### config.mk
export PLATFORM = sky130hd
export DESIGN_NAME = fib_inst_seq_flat
export DESIGN_NICKNAME = d
export VERILOG_FILES = /design/src/rtl/fib_inst_seq_pkg.sv /design/src/rtl/fib_inst_seq_if.sv /design/src/rtl/fib_inst_seq_enc.sv /design/src/rtl/fib_inst_seq.sv /design/src/flat_wrapper.sv
export SDC_FILE = /design/constraint.sdc
export NUM_CORES = 1
export LEC_CHECK = 0
export BUFFER_PORTS_ARGS = -buffer_cell sky130_fd_sc_hd__buf_4
export CAP_MARGIN = 20
export CORE_MARGIN = 5
export CORE_UTILIZATION = 29
export CTS_BUF_LIST = sky130_fd_sc_hd__clkbuf_16
export DETAILED_ROUTE_END_ITERATION = 16
export PLACE_DENSITY = 0.62
export SETUP_SLACK_MARGIN = 0.02
export SLEW_MARGIN = 5
export SYNTH_ARGS = -nofsm -noshare
export SYNTH_HDL_FRONTEND = slang
export SYNTH_SLANG_ARGS = --single-unit
### constraint.sdc
create_clock -name clk -period 2.5 [get_ports clk]
set_clock_uncertainty 0.05 [all_clocks]
set_input_delay 0.25 -clock clk [delete_from_list [all_inputs] [get_ports clk]]
set_output_delay 0.25 -clock clk [all_outputs]
set_load 0.02 [all_outputs]
### src/rtl/fib_inst_seq_pkg.sv
// Shared types and MIPS encoding constants for the Fibonacci instruction sequencer.
// The STORE state exists only when FIB_SEQ_STORE_EN is defined.
package fib_inst_seq_pkg;

  typedef enum logic [2:0] {
    S_IDLE,
    S_INIT_A,
    S_INIT_B,
    S_LOOP,
`ifdef FIB_SEQ_STORE_EN
    S_STORE,
`endif
    S_DONE
  } state_t;

  typedef enum logic {
    FMT_R,
    FMT_I
  } inst_fmt_t;

  localparam logic [5:0] OP_ADDI   = 6'b001000;
  localparam logic [5:0] OP_RTYPE  = 6'b000000;
  localparam logic [5:0] OP_SW     = 6'b101011;
  localparam logic [5:0] FUNCT_ADD = 6'b100000;
  localparam logic [4:0] REG_ZERO  = 5'd0;

endpackage

### src/rtl/fib_inst_seq_if.sv
// Instruction valid/ready channel between the sequencer (master) and the CPU (slave).
interface fib_inst_seq_if;

  logic [31:0] inst;
  logic        inst_valid;
  logic        inst_ready;

  modport master (
    output inst,
    output inst_valid,
    input  inst_ready
  );

  modport slave (
    input  inst,
    input  inst_valid,
    output inst_ready
  );

endinterface

### src/rtl/fib_inst_seq_enc.sv
// Combinational MIPS word builder for R-type and I-type formats.
module mips_inst_enc
  import fib_inst_seq_pkg::*;
(
  input  inst_fmt_t   fmt,
  input  logic [5:0]  opcode,
  input  logic [4:0]  rs,
  input  logic [4:0]  rt,
  input  logic [4:0]  rd,
  input  logic [4:0]  shamt,
  input  logic [5:0]  funct,
  input  logic [15:0] imm,
  output logic [31:0] word
);

  always_comb begin
    word = '0;
    case (fmt)
      FMT_R:   word = {opcode, rs, rt, rd, shamt, funct};
      default: word = {opcode, rs, rt, imm};
    endcase
  end

endmodule

### src/rtl/fib_inst_seq.sv
// Issues addi/addi then a run of alternating adds computing Fibonacci terms in REG_A/REG_B.
// Optional feature: define FIB_SEQ_STORE_EN to append a sw of the last-written register.
module fib_inst_seq
  import fib_inst_seq_pkg::*;
#(
  parameter int unsigned CNT_W      = 8,
  parameter logic [4:0]  REG_A      = 5'd1,
  parameter logic [4:0]  REG_B      = 5'd2,
  parameter logic [15:0] STORE_ADDR = 16'd0
) (
  input  logic             clk,
  input  logic             reset,
  input  logic             start,
  input  logic [CNT_W-1:0] n_terms,
  fib_inst_seq_if.master   ibus,
  output logic             busy,
  output logic             done,
  output logic [CNT_W-1:0] issued_cnt
);

  localparam logic [CNT_W-1:0] CNT_ONE = CNT_W'(1);

`ifdef FIB_SEQ_STORE_EN
  localparam state_t LOOP_EXIT = S_STORE;
`else
  localparam state_t LOOP_EXIT = S_DONE;
`endif

  state_t           state_q, state_d;
  logic [CNT_W-1:0] count_q, count_d;
  logic [CNT_W-1:0] cnt_d;
  logic [CNT_W-1:0] cnt_inc;

  inst_fmt_t   enc_fmt;
  logic [5:0]  enc_op;
  logic [4:0]  enc_rs;
  logic [4:0]  enc_rt;
  logic [4:0]  enc_rd;
  logic [5:0]  enc_funct;
  logic [15:0] enc_imm;
  logic [31:0] enc_word;
  logic        valid;

  // Saturating so an all-ones count still terminates on equality.
  assign cnt_inc = (issued_cnt == '1) ? issued_cnt : issued_cnt + CNT_ONE;

  always_ff @(posedge clk or posedge reset) begin
    if (reset) begin
      state_q    <= S_IDLE;
      count_q    <= '0;
      issued_cnt <= '0;
    end else begin
      state_q    <= state_d;
      count_q    <= count_d;
      issued_cnt <= cnt_d;
    end
  end

  always_comb begin
    state_d   = state_q;
    count_d   = count_q;
    cnt_d     = issued_cnt;
    valid     = 1'b0;
    enc_fmt   = FMT_I;
    enc_op    = OP_ADDI;
    enc_rs    = REG_ZERO;
    enc_rt    = REG_A;
    enc_rd    = REG_ZERO;
    enc_funct = FUNCT_ADD;
    enc_imm   = STORE_ADDR;

    case (state_q)
      S_IDLE: begin
        if (start) begin
          state_d = S_INIT_A;
          count_d = n_terms;
          cnt_d   = '0;
        end
      end
      S_INIT_A: begin
        valid   = 1'b1;
        enc_rt  = REG_A;
        enc_imm = 16'd1;
        if (ibus.inst_ready) state_d = S_INIT_B;
      end
      S_INIT_B: begin
        valid   = 1'b1;
        enc_rt  = REG_B;
        enc_imm = 16'd1;
        if (ibus.inst_ready) state_d = (count_q == '0) ? LOOP_EXIT : S_LOOP;
      end
      S_LOOP: begin
        valid   = 1'b1;
        enc_fmt = FMT_R;
        enc_op  = OP_RTYPE;
        enc_rs  = REG_A;
        enc_rt  = REG_B;
        enc_rd  = issued_cnt[0] ? REG_B : REG_A;
        if (ibus.inst_ready) begin
          cnt_d = cnt_inc;
          if (cnt_inc == count_q) state_d = LOOP_EXIT;
        end
      end
`ifdef FIB_SEQ_STORE_EN
      S_STORE: begin
        // The final add targets REG_A after an odd count, REG_B otherwise.
        valid  = 1'b1;
        enc_op = OP_SW;
        enc_rt = count_q[0] ? REG_A : REG_B;
        if (ibus.inst_ready) state_d = S_DONE;
      end
`endif
      S_DONE: begin
        state_d = S_IDLE;
      end
      default: begin
        state_d = S_IDLE;
      end
    endcase
  end

  mips_inst_enc u_enc (
    .fmt    (enc_fmt),
    .opcode (enc_op),
    .rs     (enc_rs),
    .rt     (enc_rt),
    .rd     (enc_rd),
    .shamt  (5'd0),
    .funct  (enc_funct),
    .imm    (enc_imm),
    .word   (enc_word)
  );

  assign ibus.inst       = valid ? enc_word : '0;
  assign ibus.inst_valid = valid;
  assign busy            = (state_q != S_IDLE);
  assign done            = (state_q == S_DONE);

endmodule

### src/flat_wrapper.sv
// flat-port wrapper written by rule: the top's interface ports become plain ports
module fib_inst_seq_flat import fib_inst_seq_pkg::*;
#(
  parameter int unsigned CNT_W      = 8,
  parameter logic [4:0]  REG_A      = 5'd1,
  parameter logic [4:0]  REG_B      = 5'd2,
  parameter logic [15:0] STORE_ADDR = 16'd0
)
  (clk, reset, start, n_terms, busy, done, issued_cnt, ibus_inst, ibus_inst_valid, ibus_inst_ready);
  fib_inst_seq_if ibus_i ();
  input  logic clk;
  input  logic reset;
  input  logic start;
  input  logic [CNT_W-1:0] n_terms;
  output logic busy;
  output logic done;
  output logic [CNT_W-1:0] issued_cnt;
  output wire logic [$bits(ibus_i.inst)-1:0] ibus_inst;
  output wire logic [$bits(ibus_i.inst_valid)-1:0] ibus_inst_valid;
  input wire logic [$bits(ibus_i.inst_ready)-1:0] ibus_inst_ready;
  assign ibus_inst = ibus_i.inst;
  assign ibus_inst_valid = ibus_i.inst_valid;
  assign ibus_i.inst_ready = ibus_inst_ready;
  fib_inst_seq #(.CNT_W(CNT_W), .REG_A(REG_A), .REG_B(REG_B), .STORE_ADDR(STORE_ADDR)) u_core (.clk(clk), .reset(reset), .start(start), .n_terms(n_terms), .ibus(ibus_i), .busy(busy), .done(done), .issued_cnt(issued_cnt));
endmodule
# [After elaboration in Yosys (flattened, before gate mapping)]
# Cells that the tools add are included.
[classes] addsub=1 n_eq_ne=11 mux=19 n_reduce_logical=10
[op_table] op="30-bit 2-to-1 mux" n=1
[op_table] op="8-bit 2-to-1 mux" n=3
[op_table] op="3-bit 2-to-1 mux" n=6
[op_table] op="16-bit 2-to-1 mux" n=1
[op_table] op="8-bit case mux with 2 select lines" n=1
[op_table] op="3-bit case mux with 4 select lines" n=1
[op_table] op="8-bit by 1-bit adder with 8-bit output, second input constant" n=1
[op_table] op="8-bit == test" n=1
[op_table] op="8-bit == test, second input constant" n=1
[op_table] op="8-bit zero test" n=1
[op_table] op="2-bit inequality test, second input constant" n=4
[op_table] op="3-bit by 2-bit == test with 1-bit output, second input constant" n=2
[op_table] op="5-bit AND reduction" n=1
[op_table] op="2-bit 2-to-1 mux" n=2
[op_table] op="4-bit 2-to-1 mux" n=1
[op_table] op="2-bit OR reduction" n=2
[op_table] op="3-bit by 1-bit == test with 1-bit output, second input constant" n=1
[op_table] op="3-bit == test, second input constant" n=1
[op_table] op="3-bit zero test" n=1
[op_table] op="1-bit 2-to-1 mux" n=3
[op_table] op="3-bit AND reduction" n=1
[op_table] op="3-bit nonzero test" n=1
[op_table] op="3-bit OR reduction" n=1
[op_table] op="2-bit by 1-bit inequality test with 1-bit output, second input constant" n=1
[op_table] op="2 further kinds" n=2
[word_totals] reg_bits=19 input_bits=12 out_inout_bits=43

# [Longest topological paths before layout]
# Gate-level depths: netlist of the first run.
[logic_depth] ltp_word=6 mapped_depth=8 depth_no_buf=6

# [Cells and area by module]
# From an unflattened synthesis of the first run, not the netlist that was laid out.
[hier_totals] hier_cells=222 area_unflattened_um2=1918.1
[modules_own_cells] mod="fib_inst_seq" n_inst=1 cells_per_inst=188 area_each_um2=1549.0
[modules_own_cells] mod="mips_inst_enc" n_inst=1 cells_per_inst=34 area_each_um2=369.1

# [Worst setup path before layout of the first run]
# No wires, ideal clock.
[synth_path] kind="reg-to-reg" from="register u_core.issued_cnt[0]" to="register u_core.state_q[0]" setup_ns=0.141 arrival_ns=1.970 required_ns=2.309 path_slack_ns=0.339 stages_incl_launch_ff=9 period_less_slack_ns=2.161 path_cell_list="dfrtp_1 -> ha_1 -> buf_6 -> and4_1 -> buf_6 -> a2111o_1 -> o311a_1 -> a311oi_1 -> a31oi_1"
[synth_via] elab_chain_cells=5 elab_cells_between_ends=6 classes_between="add/sub: 1; eq/ne: 3; mux: 1; reduce/logical: 1"
[synth_rtl] element="start: declaration" line_no="fib_inst_seq.sv:18" text="output logic [CNT_W-1:0] issued_cnt"
[synth_rtl] element="start signal: assignment" line_no="fib_inst_seq.sv:55" text="issued_cnt <= cnt_d;"
[synth_rtl] element="8-bit by 1-bit adder with 8-bit output / 8-bit == test (equally long branches)" line_no="fib_inst_seq.sv:45" text="assign cnt_inc = (issued_cnt == '1) ? issued_cnt : issued_cnt + CNT_ONE;"
[synth_rtl] element="8-bit 2-to-1 mux *" line_no="fib_inst_seq.sv:45"
[synth_rtl] element="8-bit == test *" line_no="fib_inst_seq.sv:101" text="if (cnt_inc == count_q) state_d = LOOP_EXIT;"
[synth_rtl] element="2-bit by 1-bit inequality test with 1-bit output (no line) *"
[synth_rtl] element="5-bit AND reduction (no line) *"
[synth_rtl] element="end signal: assignment" line_no="fib_inst_seq.sv:53" text="state_q <= state_d;"
[synth_rtl] element="end: declaration" line_no="fib_inst_seq.sv:29" text="state_t state_q, state_d;"
# Every way passes the cells marked *; elsewhere a longest branch is shown, timed or not.
# A chain may end at the register's enable or synchronous reset.

# [Final worst setup path of the first run]
[layout_path] from="register u_core.issued_cnt[1]" to="register u_core.state_q[2]"
# The elaborated chain is that of the path after synthesis.

==> results.sh, run 1 <==
export IMPL_period_minus_slack_ps=2170
export IMPL_drt_wl_total_um=3730
export IMPL_start_util=0.303
export IMPL_final_nets=218
export IMPL_synth_edff_count=0
export IMPL_clock_sinks=19
export IMPL_final_cell_mix="buf_4 (36), conb_1 (24), dfrtp_1 (19)"
export IMPL_finalCritPeriodShare=0.869
export IMPL_placed_cell_area_um2=1750
export IMPL_slew_violations=0
export IMPL_max_freq_mhz=460
export IMPL_dieArea_um2=6980
export IMPL_cts_root_buf="clkbuf_16"
export IMPL_overflow=0
export IMPL_ir_drop_mv=0.446
export IMPL_required_ps=2590
export IMPL_fin_area_um2=1830
export IMPL_antenna_diode_count=0
export IMPL_drt_iter0_drc=89
export IMPL_clk_latency_ps=250
export IMPL_grt_pass1_wl_um=6370
export IMPL_critPathMaxFanout=10
export IMPL_firstDrtPassIters=5
export IMPL_synth_top_area_share=0.303
export IMPL_ys_async_sr_fraction=1.00
export IMPL_post_drt_wl_per_cell_um=13.6
export IMPL_final_common_cell="buf_4"
export IMPL_fp_row_count=26
export IMPL_hold_viol=0
export IMPL_cts_buffer_depth=2
export IMPL_worstMarginPinSlew_ps=739
export IMPL_syn_avg_cell_area_um2=8.81
export IMPL_die_y_um=83.5
export IMPL_area_delta_synth_final_pct=16.5
export IMPL_grt_start_max_net_pins=20
export IMPL_port_buffers=30
export IMPL_p_leak_nw=0.820
export IMPL_grtUsageTotal=0.106
export IMPL_crit_path_start_kind="register"
export IMPL_cap_violations=0
export IMPL_ys_types=54
export IMPL_post_cts_buffers=0
export IMPL_hold_path_class="input port to asynchronous set/reset pin"
export IMPL_synth_warnings=0
export IMPL_core_area_um2=5170
export IMPL_dp_hpwl_um=2850
export IMPL_status="complete, no violations"
export IMPL_vias=1328
export IMPL_pre_cts_ws_ps=361
export IMPL_synth_seq_cells=19
export IMPL_clkTransAtPathRegs_ps=60
export IMPL_design_portCount=55
export IMPL_ys_seq_area_frac=0.303
export IMPL_fin_ws_ps=328
export IMPL_cellPowerDensity_nw_per_um2=1150
export IMPL_whs_ps=76.8
export IMPL_path_class="register to register"
export IMPL_route_detailed_drc=0
export IMPL_hold_buffers=0
export IMPL_tritoncts="done"
export IMPL_yosysTopAreaCell="dfrtp_1"
export IMPL_nFillCells=542
export IMPL_final_antenna_net_count=0
export IMPL_grt_pass1_vias=1261
export IMPL_arrival_ps=2260
export IMPL_cts_max_level=1
export IMPL_cp_end_kind="register"
export IMPL_synth_ff_type="dfrtp_1"
export IMPL_max_slew_margin=0.507
export IMPL_cts_buffers=3
export IMPL_setup_tns_ps=0
export IMPL_gp_congestion=0.884
export IMPL_antenna_found_initial=0
export IMPL_die_width_um=83.5
export IMPL_ctsResizeCount=0
export IMPL_setup_viol=0
export IMPL_synthCells=178
export IMPL_netlist_area_um2=1570
export IMPL_vias_per_cell=4.85
export IMPL_synthTopCellsByArea="dfrtp_1 (30%), buf_4 (13%), mux2_2 (6.5%)"
export IMPL_drive_gt1_frac=0.255
export IMPL_rsz0062_at_grt="no"
worst max-delay path, stage by stage (launching register included):
cell	delay, ps
dfrtp_1	350
ha_1	350
and4_1	370
a21oi_1	120
o311ai_1	520
a2111oi_4	100
a31o_1	200
stage by stage:
stage | power (mW) | cells | util
floorplan | 1.44 | 201 | -
global placement | 1.75 | 270 | 0.338
detailed placement | 1.77 | 270 | 0.338
CTS | 2.11 | 274 | 0.353
global route | 2.25 | 274 | 0.353
finish | 2.10 | 274 | 0.353
worst paths after layout:
path / endpoint / depth (start not counted) / start / slack [ps]
max: u_core.state_q[2]$_DFFE_PP0P_ / 6 / u_core.issued_cnt[1]$_DFFE_PP0P_ / 330
min: u_core.count_q[5]$_DFFE_PP0P_ / 2 / reset / 80
max reg2reg: u_core.state_q[2]$_DFFE_PP0P_ / 6 / u_core.issued_cnt[1]$_DFFE_PP0P_ / 330
min reg2reg: u_core.count_q[2]$_DFFE_PP0P_ / 1 / u_core.count_q[2]$_DFFE_PP0P_ / 510
max in group asynchronous: u_core.issued_cnt[0]$_DFFE_PP0P_ / 2 / reset / 1850
min in group clk: u_core.count_q[4]$_DFFE_PP0P_ / 2 / n_terms[4] / 180
cells in the mapped netlist (2+ instances only):
library cell / count
and3_1: 4
nand3_1: 3
and2_1: 3
xnor2_1: 2
buf_2: 6
nor4_1: 3
nor2_1: 13
and4_1: 2
o2111ai_1: 2
nand2_1: 9
mux2_2: 9
nor3_1: 4
dfrtp_1: 19
nand4_1: 3
xor2_1: 2
a311oi_1: 3
a31oi_1: 7
nor2b_1: 4
buf_6: 2
a22oi_1: 2
o21ai_0: 4
a21oi_1: 6
inv_1: 6
mux2i_1: 2
a21o_1: 2
buf_4: 27
nand2b_1: 2
flip-flops by register name (all words and copies together), names as in the netlist:
| register | cells |
|---|---|
| u_core.count_q | 8 |
| u_core.state_q | 3 |
| u_core.issued_cnt | 8 |
power breakdown:
part | leakage, nW | internal [mW] | total [mW] | switching, mW
clock | 0.0423 | 0.213 | 0.328 | 0.116
combinational | 0.538 | 0.530 | 1.18 | 0.653
sequential | 0.241 | 0.422 | 0.586 | 0.165
total | 0.820 | 1.16 | 2.10 | 0.934
cell families after synthesis:
family | count (synthesis) | synth area share
AOI/OAI and AO/OA | 40 | 0.195
and+or+nand+nor | 59 | 0.209
xor gates and xnor gates | 4 | 0.0224
muxes | 11 | 0.0774
other | 1 | 0.00239
buffers and inverters | 43 | 0.183
DFF | 19 | 0.303
adders and majority gates | 1 | 0.00798
cell type report:
| type | count | area (um^2) | share of cell area |
|---|---|---|---|
| clock buffers | 3 | 75.1 | 0.0411 |
| inverters | 6 | 22.5 | 0.0123 |
| repair buffers | 36 | 270 | 0.148 |
| clock inverters | 1 | 3.75 | 0.00205 |
| flip-flops and latches | 19 | 475 | 0.260 |
| multi-input cells | 139 | 892 | 0.488 |
| well taps | 70 | 87.6 | 0.0479 |
metal layers:
metal | track usage | share of wire | wire, um
met1 | 0.145 | 0.46 | 1700
met2 | 0.176 | 0.49 | 1840
met3 | 0.00592 | 0.040 | 150
met4 | 0.0380 | 0.012 | 44
met5 | 0 | 0 | 0
Note: power is estimated with default switching activity, not from simulation.
==> run 2, diff against run 1 <==
==> constraint.sdc (replaced) <==
create_clock -name clk -period 2.25 [get_ports clk]
set_clock_uncertainty 0.05 [all_clocks]
set_input_delay 0.225 -clock clk [delete_from_list [all_inputs] [get_ports clk]]
set_output_delay 0.225 -clock clk [all_outputs]
set_load 0.02 [all_outputs]
==> results.sh, run 2 (synthesized netlist as in run 1, its figures left out) <==
export IMPL_setup_tns_ps=0
export IMPL_area_delta_synth_final_pct=17.6
export IMPL_antenna_found_initial=0
export IMPL_hold_path_class="input port to asynchronous set/reset pin"
export IMPL_r2r_cells=6
export IMPL_final_antenna_net_count=0
export IMPL_max_slew_margin=0.524
export IMPL_switching_share=0.441
export IMPL_final_cell_mix="buf_4 (38), conb_1 (24), dfrtp_1 (19)"
export IMPL_finalCritPeriodShare=0.944
export IMPL_critPathMaxFanout=7
export IMPL_grt_pass1_wl_um=5950
export IMPL_pwr_share_clk=0.159
export IMPL_status="complete, no violations"
export IMPL_cts_buffer_depth=2
export IMPL_worstMarginPinSlew_ps=714
export IMPL_design_portCount=55
export IMPL_clk_latency_ps=250
export IMPL_die_width_um=83.5
export IMPL_route_detailed_drc=0
export IMPL_dieArea_um2=6980
export IMPL_drive_gt1_frac=0.267
export IMPL_port_buffers=30
export IMPL_whs_ps=41.3
export IMPL_ir_drop_mv=0.510
export IMPL_overflow=0
export IMPL_cap_violations=0
export IMPL_start_util=0.303
export IMPL_p_sw_mw=1.03
export IMPL_reg2reg_from="u_core.issued_cnt[0]$_DFFE_PP0P_"
export IMPL_post_cts_buffers=0
export IMPL_placed_cell_area_um2=1760
export IMPL_arrival_ps=2190
export IMPL_pre_cts_ws_ps=181
export IMPL_tritoncts="done"
export IMPL_grt_start_max_net_pins=20
export IMPL_fin_ws_ps=126
export IMPL_post_drt_wl_per_cell_um=13.1
export IMPL_fin_area_um2=1840
export IMPL_cts_buffers=3
export IMPL_antenna_diode_count=0
export IMPL_final_nets=220
export IMPL_vias_per_cell=4.82
export IMPL_hold_buffers=0
export IMPL_period_minus_slack_ps=2120
export IMPL_p_int_mw=1.30
export IMPL_ctsResizeCount=0
export IMPL_grt_pass1_vias=1258
export IMPL_p_leak_nw=0.829
export IMPL_rr_endpoint="u_core.state_q[0]$_DFFE_PP0P_"
export IMPL_cts_max_level=1
export IMPL_seqPwrFrac=0.276
export IMPL_r2r_slack_ps=130
export IMPL_setup_viol=0
export IMPL_clkTransAtPathRegs_ps=60
export IMPL_gp_congestion=0.865
export IMPL_crit_path_start_kind="register"
export IMPL_multiInputGateArea_um2=892
export IMPL_cts_root_buf="clkbuf_16"
export IMPL_hold_viol=0
export IMPL_slew_violations=0
export IMPL_die_y_um=83.5
export IMPL_firstDrtPassIters=4
export IMPL_rsz0062_at_grt="no"
export IMPL_seqCellArea_um2=475
export IMPL_grtUsageTotal=0.100
export IMPL_required_ps=2320
export IMPL_cp_end_kind="register"
export IMPL_path_class="register to register"
export IMPL_core_area_um2=5170
export IMPL_comb_power_share=0.566
export IMPL_drt_iter0_drc=60
export IMPL_dp_hpwl_um=2850
export IMPL_nFillCells=552
export IMPL_max_freq_mhz=471
export IMPL_fp_row_count=26
export IMPL_cellPowerDensity_nw_per_um2=1260
export IMPL_vias=1329
export IMPL_reg_top3="u_core.count_q: 8 flops, u_core.issued_cnt: 8 flops, u_core.state_q: 3 flops"
export IMPL_final_common_cell="buf_4"
export IMPL_clock_sinks=19
export IMPL_drt_wl_total_um=3620
[run 2: cell types whose count changed in the layout (fill, tap and decap cells not counted), sizes merged]
cell,previous run,this run
buf,36,38
clkinv,0,1
inv,7,6
[run 2: worst max path at each step]
stage,from,endpoint,slack [ps],depth (start not counted)
final,u_core.issued_cnt[0]$_DFFE_PP0P_,u_core.state_q[0]$_DFFE_PP0P_,130,6
after global routing,u_core.issued_cnt[0]$_DFFE_PP0P_,u_core.state_q[0]$_DFFE_PP0P_,90,6
after CTS,u_core.issued_cnt[0]$_DFFE_PP0P_,u_core.state_q[0]$_DFFE_PP0P_,170,6
after detailed placement,u_core.issued_cnt[0]$_DFFE_PP0P_,u_core.state_q[0]$_DFFE_PP0P_,180,6
after global placement,u_core.issued_cnt[0]$_DFFE_PP0P_,u_core.state_q[0]$_DFFE_PP0P_,220,6
after floorplan,u_core.issued_cnt[0]$_DFFE_PP0P_,u_core.state_q[0]$_DFFE_PP0P_,90,8
[run 2: layer usage]
| layer | GRT usage | part of all wire |
|---|---|---|
| met5 | 0 | 0 |
| met2 | 0.167 | 0.49 |
| met3 | 0.0197 | 0.058 |
| met1 | 0.128 | 0.44 |
| met4 | 0.0380 | 0.014 |
[run 2: power by group through the flow]
| stage | combinational (mW) | clock (mW) | sequential [mW] |
|---|---|---|---|
| after floorplan | 0.986 | 0 | 0.611 |
| after global placement | 1.31 | 0 | 0.641 |
| after detailed placement | 1.32 | 0 | 0.646 |
| after CTS | 1.32 | 0.379 | 0.641 |
| after global routing | 1.43 | 0.392 | 0.662 |
| final | 1.32 | 0.369 | 0.641 |
[run 2: worst max-delay path, cell delays in order (launching register included)]
cell      delay [ps]
dfrtp_1          370
ha_1             290
and4_1           310
a2111o_1         420
o311a_1          130
a311oi_1         300
a31oi_1          120
[run 2: cell type report]
type | instances | share of cell area
Inverter | 6 | 0.0122
Clock buffer | 3 | 0.0407
Sequential cell | 19 | 0.258
Clock inverter | 1 | 0.00272
Timing Repair Buffer | 38 | 0.155
Multi-Input combinational cell | 139 | 0.484
Tap cell | 70 | 0.0475
[run 2: stage by stage]
| stage | total power, mW | utilization | instances |
|---|---|---|---|
| after floorplan | 1.60 | - | 201 |
| after global placement | 1.95 | 0.341 | 272 |
| after detailed placement | 1.96 | 0.341 | 272 |
| after CTS | 2.34 | 0.356 | 276 |
| after global routing | 2.48 | 0.356 | 276 |
| final | 2.33 | 0.356 | 276 |
